$ cat config.mk
export PLATFORM = sky130hd
export DESIGN_NAME = multi_tachometer
export DESIGN_NICKNAME = d
export VERILOG_FILES = /design/src/rtl/tach_pkg.sv /design/src/rtl/clk_enable.sv /design/src/rtl/tach_channel.sv /design/src/rtl/multi_tachometer.sv
export SDC_FILE = /design/constraint.sdc
export NUM_CORES = 1
export LEC_CHECK = 0
export BUFFER_PORTS_ARGS = -buffer_cell sky130_fd_sc_hd__buf_2
export CAP_MARGIN = 0
export CELL_PAD_IN_SITES_DETAIL_PLACEMENT = 1
export CELL_PAD_IN_SITES_GLOBAL_PLACEMENT = 2
export CORE_ASPECT_RATIO = 0.75
export CORE_MARGIN = 2
export CORE_UTILIZATION = 38
export DETAILED_ROUTE_END_ITERATION = 6
export HOLD_SLACK_MARGIN = 0.12
export PLACE_DENSITY_LB_ADDON = 0.1
export SYNTH_ARGS = -nofsm -noshare
export SYNTH_HDL_FRONTEND = slang
export SYNTH_SLANG_ARGS = --single-unit
$ cat constraint.sdc
create_clock -name clk_in -period 3.3 [get_ports clk_in]
set_clock_uncertainty 0.2 [all_clocks]
set_input_delay 0.165 -clock clk_in [delete_from_list [all_inputs] [get_ports clk_in]]
set_output_delay 0.165 -clock clk_in [all_outputs]
set_load 0.005 [all_outputs]
$ cat src/rtl/tach_pkg.sv
// Shared types and constants for the multi-channel tachometer.
// Holds the FSM state type, the edge-counter width and the RPM scale helper.
package tach_pkg;

    typedef enum logic {
        IDLE = 1'b0,
        RUN  = 1'b1
    } tach_state_t;

    localparam int EDGE_W = 16;
    localparam longint unsigned CLK_HZ = 64'd125_000_000;

    // 16.16 factor mapping one window's edge count to RPM, rounded to nearest.
    function automatic int unsigned rpm_scale(input int tick_div,
                                              input int window_ticks,
                                              input int pulses_per_rev);
        longint unsigned num;
        longint unsigned den;
        num = 64'd60 * CLK_HZ * 64'd65536;
        den = 64'(tick_div) * 64'(window_ticks) * 64'(pulses_per_rev);
        return 32'((num + den / 2) / den);
    endfunction

endpackage

$ cat src/rtl/clk_enable.sv
// Free-running divider producing a one-cycle tick every DIV clocks while run is high.
// clear restarts the count so the first tick lands exactly DIV cycles later.
module clk_enable #(
    parameter int DIV = 12500
) (
    input  logic clk,
    input  logic rst_n,
    input  logic clear,
    input  logic run,
    output logic tick
);

    localparam int CW = (DIV > 1) ? $clog2(DIV) : 1;
    localparam logic [CW-1:0] LAST = CW'(DIV - 1);

    logic [CW-1:0] count;

    assign tick = run && (count == LAST);

    always_ff @(posedge clk or negedge rst_n) begin
        if (!rst_n) begin
            count <= '0;
        end else if (clear) begin
            count <= '0;
        end else if (run) begin
            count <= (count == LAST) ? '0 : count + CW'(1);
        end
    end

endmodule

$ cat src/rtl/tach_channel.sv
// One tachometer channel: input synchronizer, tick-sampled glitch filter,
// per-window edge counter, RPM conversion and stall detection.
module tach_channel
    import tach_pkg::*;
#(
    parameter int          FILTER_LEN    = 2,
    parameter int          RPM_W         = 12,
    parameter int          STALL_WINDOWS = 4,
    parameter int unsigned RPM_SCALE     = 1092267
) (
    input  logic             clk,
    input  logic             rst_n,
    input  logic             pulse,
    input  logic             clear,
    input  logic             tick,
    input  logic             window_end,
    output logic [RPM_W-1:0] rpm,
    output logic             overflow,
    output logic             stalled
);

    localparam int FW = $clog2(FILTER_LEN + 1);
    localparam int SW = $clog2(STALL_WINDOWS + 1);
    localparam logic [FW-1:0] AGREE_LAST = FW'(FILTER_LEN - 1);
    localparam logic [47:0] SCALE   = 48'(RPM_SCALE);
    localparam logic [47:0] RPM_MAX = (48'd1 << RPM_W) - 48'd1;

    logic [1:0]        sync;
    logic              level;
    logic              filt;
    logic [FW-1:0]     agree;
    logic [EDGE_W-1:0] count;
    logic              count_ovf;
    logic [SW-1:0]     zero_windows;
    logic              rise;
    logic [47:0]       product;
    logic [47:0]       scaled;
    logic              rpm_sat;

    assign level   = sync[1];
    assign rise    = tick && level && !filt && (agree == AGREE_LAST);
    assign product = 48'(count) * SCALE;
    assign scaled  = (product + 48'd32768) >> 16;
    assign rpm_sat = scaled > RPM_MAX;

    always_ff @(posedge clk or negedge rst_n) begin
        if (!rst_n) begin
            sync <= '0;
        end else begin
            sync <= {sync[0], pulse};
        end
    end

    // The filtered level flips only after FILTER_LEN consecutive disagreeing samples.
    always_ff @(posedge clk or negedge rst_n) begin
        if (!rst_n) begin
            filt  <= 1'b0;
            agree <= '0;
        end else if (clear) begin
            filt  <= 1'b0;
            agree <= '0;
        end else if (tick) begin
            if (level != filt) begin
                if (agree == AGREE_LAST) begin
                    filt  <= level;
                    agree <= '0;
                end else begin
                    agree <= agree + FW'(1);
                end
            end else begin
                agree <= '0;
            end
        end
    end

    // An edge landing on the window-end tick opens the next window's count.
    always_ff @(posedge clk or negedge rst_n) begin
        if (!rst_n) begin
            count     <= '0;
            count_ovf <= 1'b0;
        end else if (clear) begin
            count     <= '0;
            count_ovf <= 1'b0;
        end else if (window_end) begin
            count     <= EDGE_W'(rise);
            count_ovf <= 1'b0;
        end else if (rise) begin
            if (count == '1) begin
                count_ovf <= 1'b1;
            end else begin
                count <= count + EDGE_W'(1);
            end
        end
    end

    always_ff @(posedge clk or negedge rst_n) begin
        if (!rst_n) begin
            rpm          <= '0;
            overflow     <= 1'b0;
            stalled      <= 1'b0;
            zero_windows <= '0;
        end else if (clear) begin
            zero_windows <= '0;
        end else if (window_end) begin
            rpm      <= rpm_sat ? RPM_MAX[RPM_W-1:0] : scaled[RPM_W-1:0];
            overflow <= count_ovf || rpm_sat;
            if (count == '0) begin
                if (zero_windows != SW'(STALL_WINDOWS)) begin
                    zero_windows <= zero_windows + SW'(1);
                end
                stalled <= (zero_windows >= SW'(STALL_WINDOWS - 1));
            end else begin
                zero_windows <= '0;
                stalled      <= 1'b0;
            end
        end
    end

endmodule

$ cat src/rtl/multi_tachometer.sv
// Multi-channel tachometer: shared tick and window timing, IDLE/RUN control,
// and NUM_CH independent channels whose results update together each window.
module multi_tachometer
    import tach_pkg::*;
#(
    parameter int          NUM_CH         = 2,
    parameter int          TICK_DIV       = 12500,
    parameter int          WINDOW_TICKS   = 100,
    parameter int          PULSES_PER_REV = 360,
    parameter int          FILTER_LEN     = 2,
    parameter int          RPM_W          = 12,
    parameter int          STALL_WINDOWS  = 4,
    parameter int unsigned RPM_SCALE      = rpm_scale(TICK_DIV, WINDOW_TICKS, PULSES_PER_REV)
) (
    input  logic                         clk_in,
    input  logic                         reset_n_in,
    input  logic                         enable_in,
    input  logic [NUM_CH-1:0]            tach_pulse_in,
    output logic [NUM_CH-1:0][RPM_W-1:0] rpm_out,
    output logic                         rpm_valid_out,
    output logic [NUM_CH-1:0]            overflow_out,
    output logic [NUM_CH-1:0]            stalled_out
);

    localparam int WW = (WINDOW_TICKS > 1) ? $clog2(WINDOW_TICKS) : 1;
    localparam logic [WW-1:0] WIN_LAST = WW'(WINDOW_TICKS - 1);

    logic [1:0]    rst_sync;
    logic          rst_n;
    tach_state_t   state;
    logic          start;
    logic          run;
    logic          tick;
    logic [WW-1:0] win_count;
    logic          window_end;

    // Assertion reaches every flop at once; release is retimed to clk_in.
    always_ff @(posedge clk_in or negedge reset_n_in) begin
        if (!reset_n_in) begin
            rst_sync <= '0;
        end else begin
            rst_sync <= {rst_sync[0], 1'b1};
        end
    end

    assign rst_n      = rst_sync[1];
    assign start      = (state == IDLE) && enable_in;
    assign run        = (state == RUN) && enable_in;
    assign window_end = tick && (win_count == WIN_LAST);

    always_ff @(posedge clk_in or negedge rst_n) begin
        if (!rst_n) begin
            state         <= IDLE;
            rpm_valid_out <= 1'b0;
        end else begin
            rpm_valid_out <= window_end;
            case (state)
                IDLE:    if (enable_in)  state <= RUN;
                RUN:     if (!enable_in) state <= IDLE;
                default: state <= IDLE;
            endcase
        end
    end

    clk_enable #(
        .DIV(TICK_DIV)
    ) u_tick (
        .clk  (clk_in),
        .rst_n(rst_n),
        .clear(start),
        .run  (run),
        .tick (tick)
    );

    always_ff @(posedge clk_in or negedge rst_n) begin
        if (!rst_n) begin
            win_count <= '0;
        end else if (start) begin
            win_count <= '0;
        end else if (tick) begin
            win_count <= (win_count == WIN_LAST) ? '0 : win_count + WW'(1);
        end
    end

    for (genvar i = 0; i < NUM_CH; i++) begin : g_ch
        tach_channel #(
            .FILTER_LEN   (FILTER_LEN),
            .RPM_W        (RPM_W),
            .STALL_WINDOWS(STALL_WINDOWS),
            .RPM_SCALE    (RPM_SCALE)
        ) u_channel (
            .clk       (clk_in),
            .rst_n     (rst_n),
            .pulse     (tach_pulse_in[i]),
            .clear     (start),
            .tick      (tick),
            .window_end(window_end),
            .rpm       (rpm_out[i]),
            .overflow  (overflow_out[i]),
            .stalled   (stalled_out[i])
        );
    end

endmodule

### After elaboration in Yosys (flattened, before gate mapping)

Index checks and enable logic that the tools add are counted.

| cells by class | value |
|---|---|
| add/subtract/negate cells | 10 |
| $mul | 2 |
| $lt $le $gt $ge | 4 |
| equality and inequality tests | 14 |
| multiplexer cells | 51 |
| bitwise operators | 2 |
| reduce and logical (&&, ||, !) cells | 36 |

Operators with widths:

| kind | count |
|---|---|
| 16-bit two-way mux | 8 |
| 37-bit by 16-bit adder with 38-bit output (second input constant) | 2 |
| 16-bit by 21-bit multiplier with 37-bit output (second input constant) | 2 |
| 32-bit by 12-bit > comparator with 1-bit output (second input constant) | 2 |
| 14-bit two-way mux | 3 |
| 16-bit by 1-bit adder with 16-bit output (second input constant) | 2 |
| 16-bit equality test (second input constant) | 2 |
| 16-bit logical NOT | 2 |
| 12-bit two-way mux | 2 |
| 3-bit two-way mux | 8 |
| 7-bit two-way mux | 3 |
| 1-bit two-way mux | 19 |
| 2-bit two-way mux | 8 |
| 14-bit by 1-bit adder with 14-bit output (second input constant) | 1 |
| 14-bit equality test (second input constant) | 1 |
| 2-bit AND reduction | 7 |
| 2-bit nonzero test | 7 |
| 3-bit != test (second input constant) | 4 |
| 3-bit nonzero test | 4 |
| 1-bit logical AND | 10 |
| 7-bit by 1-bit adder with 7-bit output (second input constant) | 1 |
| 7-bit equality test (second input constant) | 1 |
| 3-bit by 1-bit adder with 3-bit output (second input constant) | 2 |
| 3-bit by 2-bit >= comparator with 1-bit output (second input constant) | 2 |
| other kinds (8) | 16 |

| word-level totals | value |
|---|---|
| register bits after elaboration | 103 |
| bits of input ports | 5 |
| output and inout bits | 29 |
| logic and storage cells | 142 |

### Logic depth before layout (Yosys ltp)

| depth | value |
|---|---|
| depth in word-level cells | 8 |
| depth in mapped cells | 25 |
| gate-level depth less buffers | 22 |

### Hierarchy

Synthesis repeated with hierarchy kept, for this count alone.

| unflattened totals | value |
|---|---|
| cells, all modules | 1690 |
| area, all modules | 15955.3 um2 |

Modules (own cells, without submodules):

| module | instances | cells each | area an instance (um2) | sequential area each (um2) |
|---|---|---|---|---|
| tach_channel (g_ch[0].u_channel) | 1 | 793 | 7360.8 | 975.9 |
| tach_channel (g_ch[1].u_channel) | 1 | 763 | 7228.2 | 975.9 |
| clk_enable | 1 | 83 | 835.8 | 350.3 |
| multi_tachometer | 1 | 51 | 530.5 | 275.3 |

### Least setup slack after synthesis

OpenSTA, ideal clock, no wires.

| timing path | value |
|---|---|
| path kind | register to register |
| start | reg g_ch[1].u_channel.count[3] |
| end | reg g_ch[1].u_channel.rpm[0] |
| library setup time | 0.121 ns |
| data arrival time | 6.263 ns |
| path slack | -3.284 ns |
| stages on the path, launching flop included | 23 |
| path through | dfrtp_1 > ha_1 > inv_1 > fa_1 > fa_1 > inv_1 > fa_1 > fa_1 > inv_1 > fa_1 > inv_1 > ha_1 > o21a_1 > a211o_1 > o21a_1 > or3_1 > buf_6 > a211oi_2 > xnor2_1 > a311o_1 > or4_4 > buf_6 > o22a_1 |

| between the ends | value |
|---|---|
| longest elaborated chain between the ends | 4 |

RTL lines:

| element | line | RTL |
|---|---|---|
| start, declared | tach_channel.sv:32 | `logic [EDGE_W-1:0] count;` |
| start signal, assigned | tach_channel.sv:85 | `count <= EDGE_W'(rise);` |
| start signal, assigned | tach_channel.sv:91 | `count <= count + EDGE_W'(1);` |
| 16-bit by 21-bit multiplier with 37-bit output (*) | tach_channel.sv:42 | `assign product = 48'(count) * SCALE;` |
| 37-bit by 16-bit adder with 38-bit output (*) | tach_channel.sv:43 | `assign scaled = (product + 48'd32768) >> 16;` |
| 32-bit by 12-bit > comparator with 1-bit output | tach_channel.sv:44 | `assign rpm_sat = scaled > RPM_MAX;` |
| 12-bit two-way mux (*) | tach_channel.sv:105 | `rpm <= rpm_sat ? RPM_MAX[RPM_W-1:0] : scaled[RPM_W-1:0];` |
| end signal, assigned | tach_channel.sv:105 |  |
| end, declared | tach_channel.sv:17 | `output logic [RPM_W-1:0] rpm,` |

Every way passes the cells marked *; elsewhere a longest branch is shown, timed or not.
A chain may end at the register's enable or synchronous reset.

### Worst setup path after layout

| timing path | value |
|---|---|
| start | reg g_ch[1].u_channel.count[6] |
| end | reg g_ch[1].u_channel.overflow |

| between the ends | value |
|---|---|
| longest elaborated chain between the ends | 4 |

RTL lines:

| element | line | RTL |
|---|---|---|
| 16-bit by 21-bit multiplier with 37-bit output | tach_channel.sv:42 |  |
| 37-bit by 16-bit adder with 38-bit output | tach_channel.sv:43 |  |
| 32-bit by 12-bit > comparator with 1-bit output | tach_channel.sv:44 |  |
| 1-bit logical OR | tach_channel.sv:106 | `overflow <= count_ovf \|\| rpm_sat;` |
| end signal, assigned | tach_channel.sv:106 |  |
| end, declared | tach_channel.sv:18 | `output logic overflow,` |

Every way passes these cells.

==> results.yml <==
run_status:
  status: "complete, but fails checks"
  violated_checks: "setup timing"
placement:
  port_buffers: 33
  place_worst_setup_slack_ns: -3.40
  place.gp.congestion: 0.900
  post-place-cells: 2566
  detailedPlacementHpwl_mm: 44.8
setup_path:
  worst_setup_path_category: "flop to flop"
  worst-path-max-fanout: 6
  crit_path_start: "g_ch[1].u_channel.count[6]$_DFFE_PN0P_"
  reg2reg_depth: 24
  start_kind: "flop"
  crit_path_end_kind: "flop"
  slack_of_the_worst_reg_to_reg_path_ns: -3.20
  worstPathRequired_ns: 3.38
  arrival_ns: 6.59
  reg2reg_from: "g_ch[1].u_channel.count[6]$_DFFE_PN0P_"
  r2r_end: "g_ch[1].u_channel.overflow$_DFFE_PN0P_"
layout:
  finalNetCount: 2576
  instances_no_fill: 2632
  n_antenna_cell: 0
  final_layout_size_suffix_gt1_share_pct: 32.2
  flow.area_growth_from_synthesis_pct: 35.4
  layout.cells.most_common_list: "buf_4, inv_1, ha_1"
  layout.filler_cells: 4512
  commonest_non_fill_non_tap_cell_in_the_layout: "buf_4"
global_route:
  grt_pass1_wl_mm: 83.1
  largest_net_degree_at_the_start_of_global_routing: 60
  first_global_vias: 14700
  groute.layer.met3.usage_pct: 5.54
  use_met2_pct: 37.0
  globalRoute.totalOverflow: 0
  global_route.peak_usage_layer: "met1"
  grtUsageTotal_pct: 25.8
  met1_usage_pct: 40.4
  grt_antenna_before_repair: 0
sta:
  hold_ws_ns: 0.153
  timing.fmax_mhz: 154
  setup-violations-final: 26
  hold_viol_final: 0
  tightestPinTransition_ns: 0.706
  max-slew-margin-rel_pct: 52.4
  grt_setup_unrepaired: "yes"
  timing.final.ws_setup_ns: -3.20
  tns_ns: -80.11
  timing.final.crit_share_pct: 197
  final.min_clock_period_ns: 6.50
  slew_violations: 0
logic_synthesis:
  synth_seq_cells: 103
  synth.area.top_cells: "ha_1, fa_1, dfrtp_1, inv_1, xnor2_1"
  synth_top_area_share_pct: 24.5
  synth.net_count: 2134
  synth-async-reset-ratio_pct: 100
  synth_ff_type: "dfrtp_1"
  ys_warn_count: 0
  synth-edff-count: 0
  syn_avg_cell_area_sq_um: 9.28
  yosys.area.top_type: "ha_1"
  yosys.cell_types.count: 72
  syn-instance-count: 1665
  mappedNetlistArea_sq_um: 15400
  synth-seq-area-share_pct: 16.7
pwr:
  share_of_total_power_consumed_by_net_switching_pct: 29.5
  cellLeakagePower_nw: 11.4
  internal_power_w: 0.00194
  power_frac_seq_pct: 49.2
  combinationalPowerShare_pct: 7.9
  ir_drop_worst_vdd_uv: 234
  clock_power_share_pct: 42.9
  power_density_nw_per_um2: 132
  switching_power_w: 0.000811
clocking:
  clk_pin_slew_worst_setup_hold_paths_ns: 0.10
  clk_latency_ns: 0.39
  cts_max_level: 3
  cts_buffers: 9
  clkSinkCount: 103
  clk_path_buf_depth: 2
  ctsRootBufferMaster: "clkbuf_16"
  tritoncts_clock_tree: "built"
drt:
  drt_first_pass_iters: 4
  drtIter0Drc: 711
  route.final.wire_length_mm: 53.5
  drcViolationCount: 0
  detail-route-antenna-nets: 0
  vias: 13700
  via_per_inst: 5.19
  wl_per_cell_microns: 20.3
die:
  row_count: 63
  die_x_microns: 237
  placeableCoreArea_sq_um: 39800
  initial_core_util_pct: 38.8
  design.die.area_sq_um: 42300
  die-height_microns: 179
  io-pin-count: 34
min_path:
  hp-class: "flop to async pin"
job:
  cap_violations: 0
cell families after synthesis:
logic type               Yosys count  share of synthesized area (%)
AND/OR/NAND/NOR                  359                           11.7
other                              1                         0.0243
AO/OA/AOI/OAI                    284                           12.3
buffers and inverters            378                           9.39
XOR/XNOR                          63                           3.57
adder cells (fa/ha/maj)          464                           45.4
flip-flops                       103                           16.7
multiplexers                      13                          0.891
layout make-up:
class | count | area (sq um) | area share, %
Inverter | 339 | 1270 | 6.10
Timing Repair Buffer | 469 | 3560 | 17.0
Multi-Input combinational cell | 1185 | 12500 | 59.9
Clock inverter | 7 | 85.1 | 0.407
Tap cell | 520 | 651 | 3.11
Clock buffer | 9 | 225 | 1.08
Sequential cell | 103 | 2590 | 12.4
flip-flops by register name, indices dropped and copies added (netlist names), 4 cells and up:
name                         flops
g_ch.u_channel.count            32
g_ch.u_channel.agree             4
g_ch.u_channel.rpm              24
g_ch.u_channel.zero_windows      6
u_tick.count                    14
win_count                        7
g_ch.u_channel.sync              4
metal layers:
layer / vias up / wire length, microns
met4: 0 / 212
met2: 206 / 21800
li1: 6509 / -
met3: 13 / 3010
met1: 6935 / 28500
met5: - / 0
cell usage after synthesis (all sizes together) (18+ instances only):
| master | count |
|---|---|
| clkbuf | 31 |
| xnor2 | 45 |
| o21ai | 59 |
| dfrtp | 103 |
| a21o | 20 |
| nand2 | 88 |
| inv | 339 |
| nand3 | 33 |
| fa | 162 |
| ha | 302 |
| a21oi | 68 |
| nor3 | 27 |
| xor2 | 18 |
| nand4 | 37 |
| nor2 | 87 |
| o22a | 26 |
power by group through the flow:
stage | Sequential (W) | Clock, W | Combinational, W
after detailed placement | 0.00138 | 0 | 0.000208
after CTS | 0.00135 | 0.00122 | 0.000216
after global routing | 0.00136 | 0.00126 | 0.000252
after floorplan | 0.00137 | 0 | 0.000129
after global placement | 0.00137 | 0 | 0.000189
final | 0.00135 | 0.00118 | 0.000218
worst max-delay path: stages, from the launching register on:
cell	delay [ns]
dfrtp_1	0.41
ha_2	0.19
buf_6	0.12
fa_1	0.51
inv_2	0.05
fa_1	0.57
inv_1	0.07
fa_1	0.45
fa_1	0.53
inv_2	0.05
fa_1	0.59
inv_2	0.06
ha_4	0.28
nand4_1	0.16
buf_4	0.20
nor4_4	0.19
buf_4	0.17
nand2_4	0.06
a31oi_4	0.20
a211oi_2	0.06
xor2_1	0.15
nand4_1	0.16
buf_4	0.19
or4_4	0.56
o22a_2	0.21
timing repair:
item / 4_1_cts / 5_1_grt
setup endpoints to repair: 36 / 45
resized for setup: 101 / 98
pin swaps: 74 / 95
buffers inserted: 24 / 21
cloned: 2 / 0
endpoints found under the hold margin: 16 / 0
hold buffers: 5 / 0
stage by stage:
stage	util [%]	power (W)	cell area [sq um]
floorplan	-	0.00150	15800
global placement	48.6	0.00156	19300
detailed placement	48.6	0.00159	19300
CTS	51.0	0.00279	20300
global route	52.5	0.00288	20900
finish	52.5	0.00275	20900
how the worst max path moves through the flow:
| stage | end | slack (ns) | cells after the start |
|---|---|---|---|
| 2_1_floorplan | g_ch[1].u_channel.rpm[0]$_DFFE_PN0P_ | -3.13 | 22 |
| 3_3_place_gp | g_ch[1].u_channel.overflow$_DFFE_PN0P_ | -3.34 | 21 |
| 3_5_place_dp | g_ch[1].u_channel.rpm[10]$_DFFE_PN0P_ | -3.40 | 21 |
| 4_1_cts | g_ch[1].u_channel.rpm[3]$_DFFE_PN0P_ | -3.17 | 23 |
| 5_1_grt | g_ch[1].u_channel.rpm[2]$_DFFE_PN0P_ | -3.42 | 24 |
| 6_report | g_ch[1].u_channel.overflow$_DFFE_PN0P_ | -3.20 | 24 |
No activity file was read; power rests on OpenSTA's default activity.
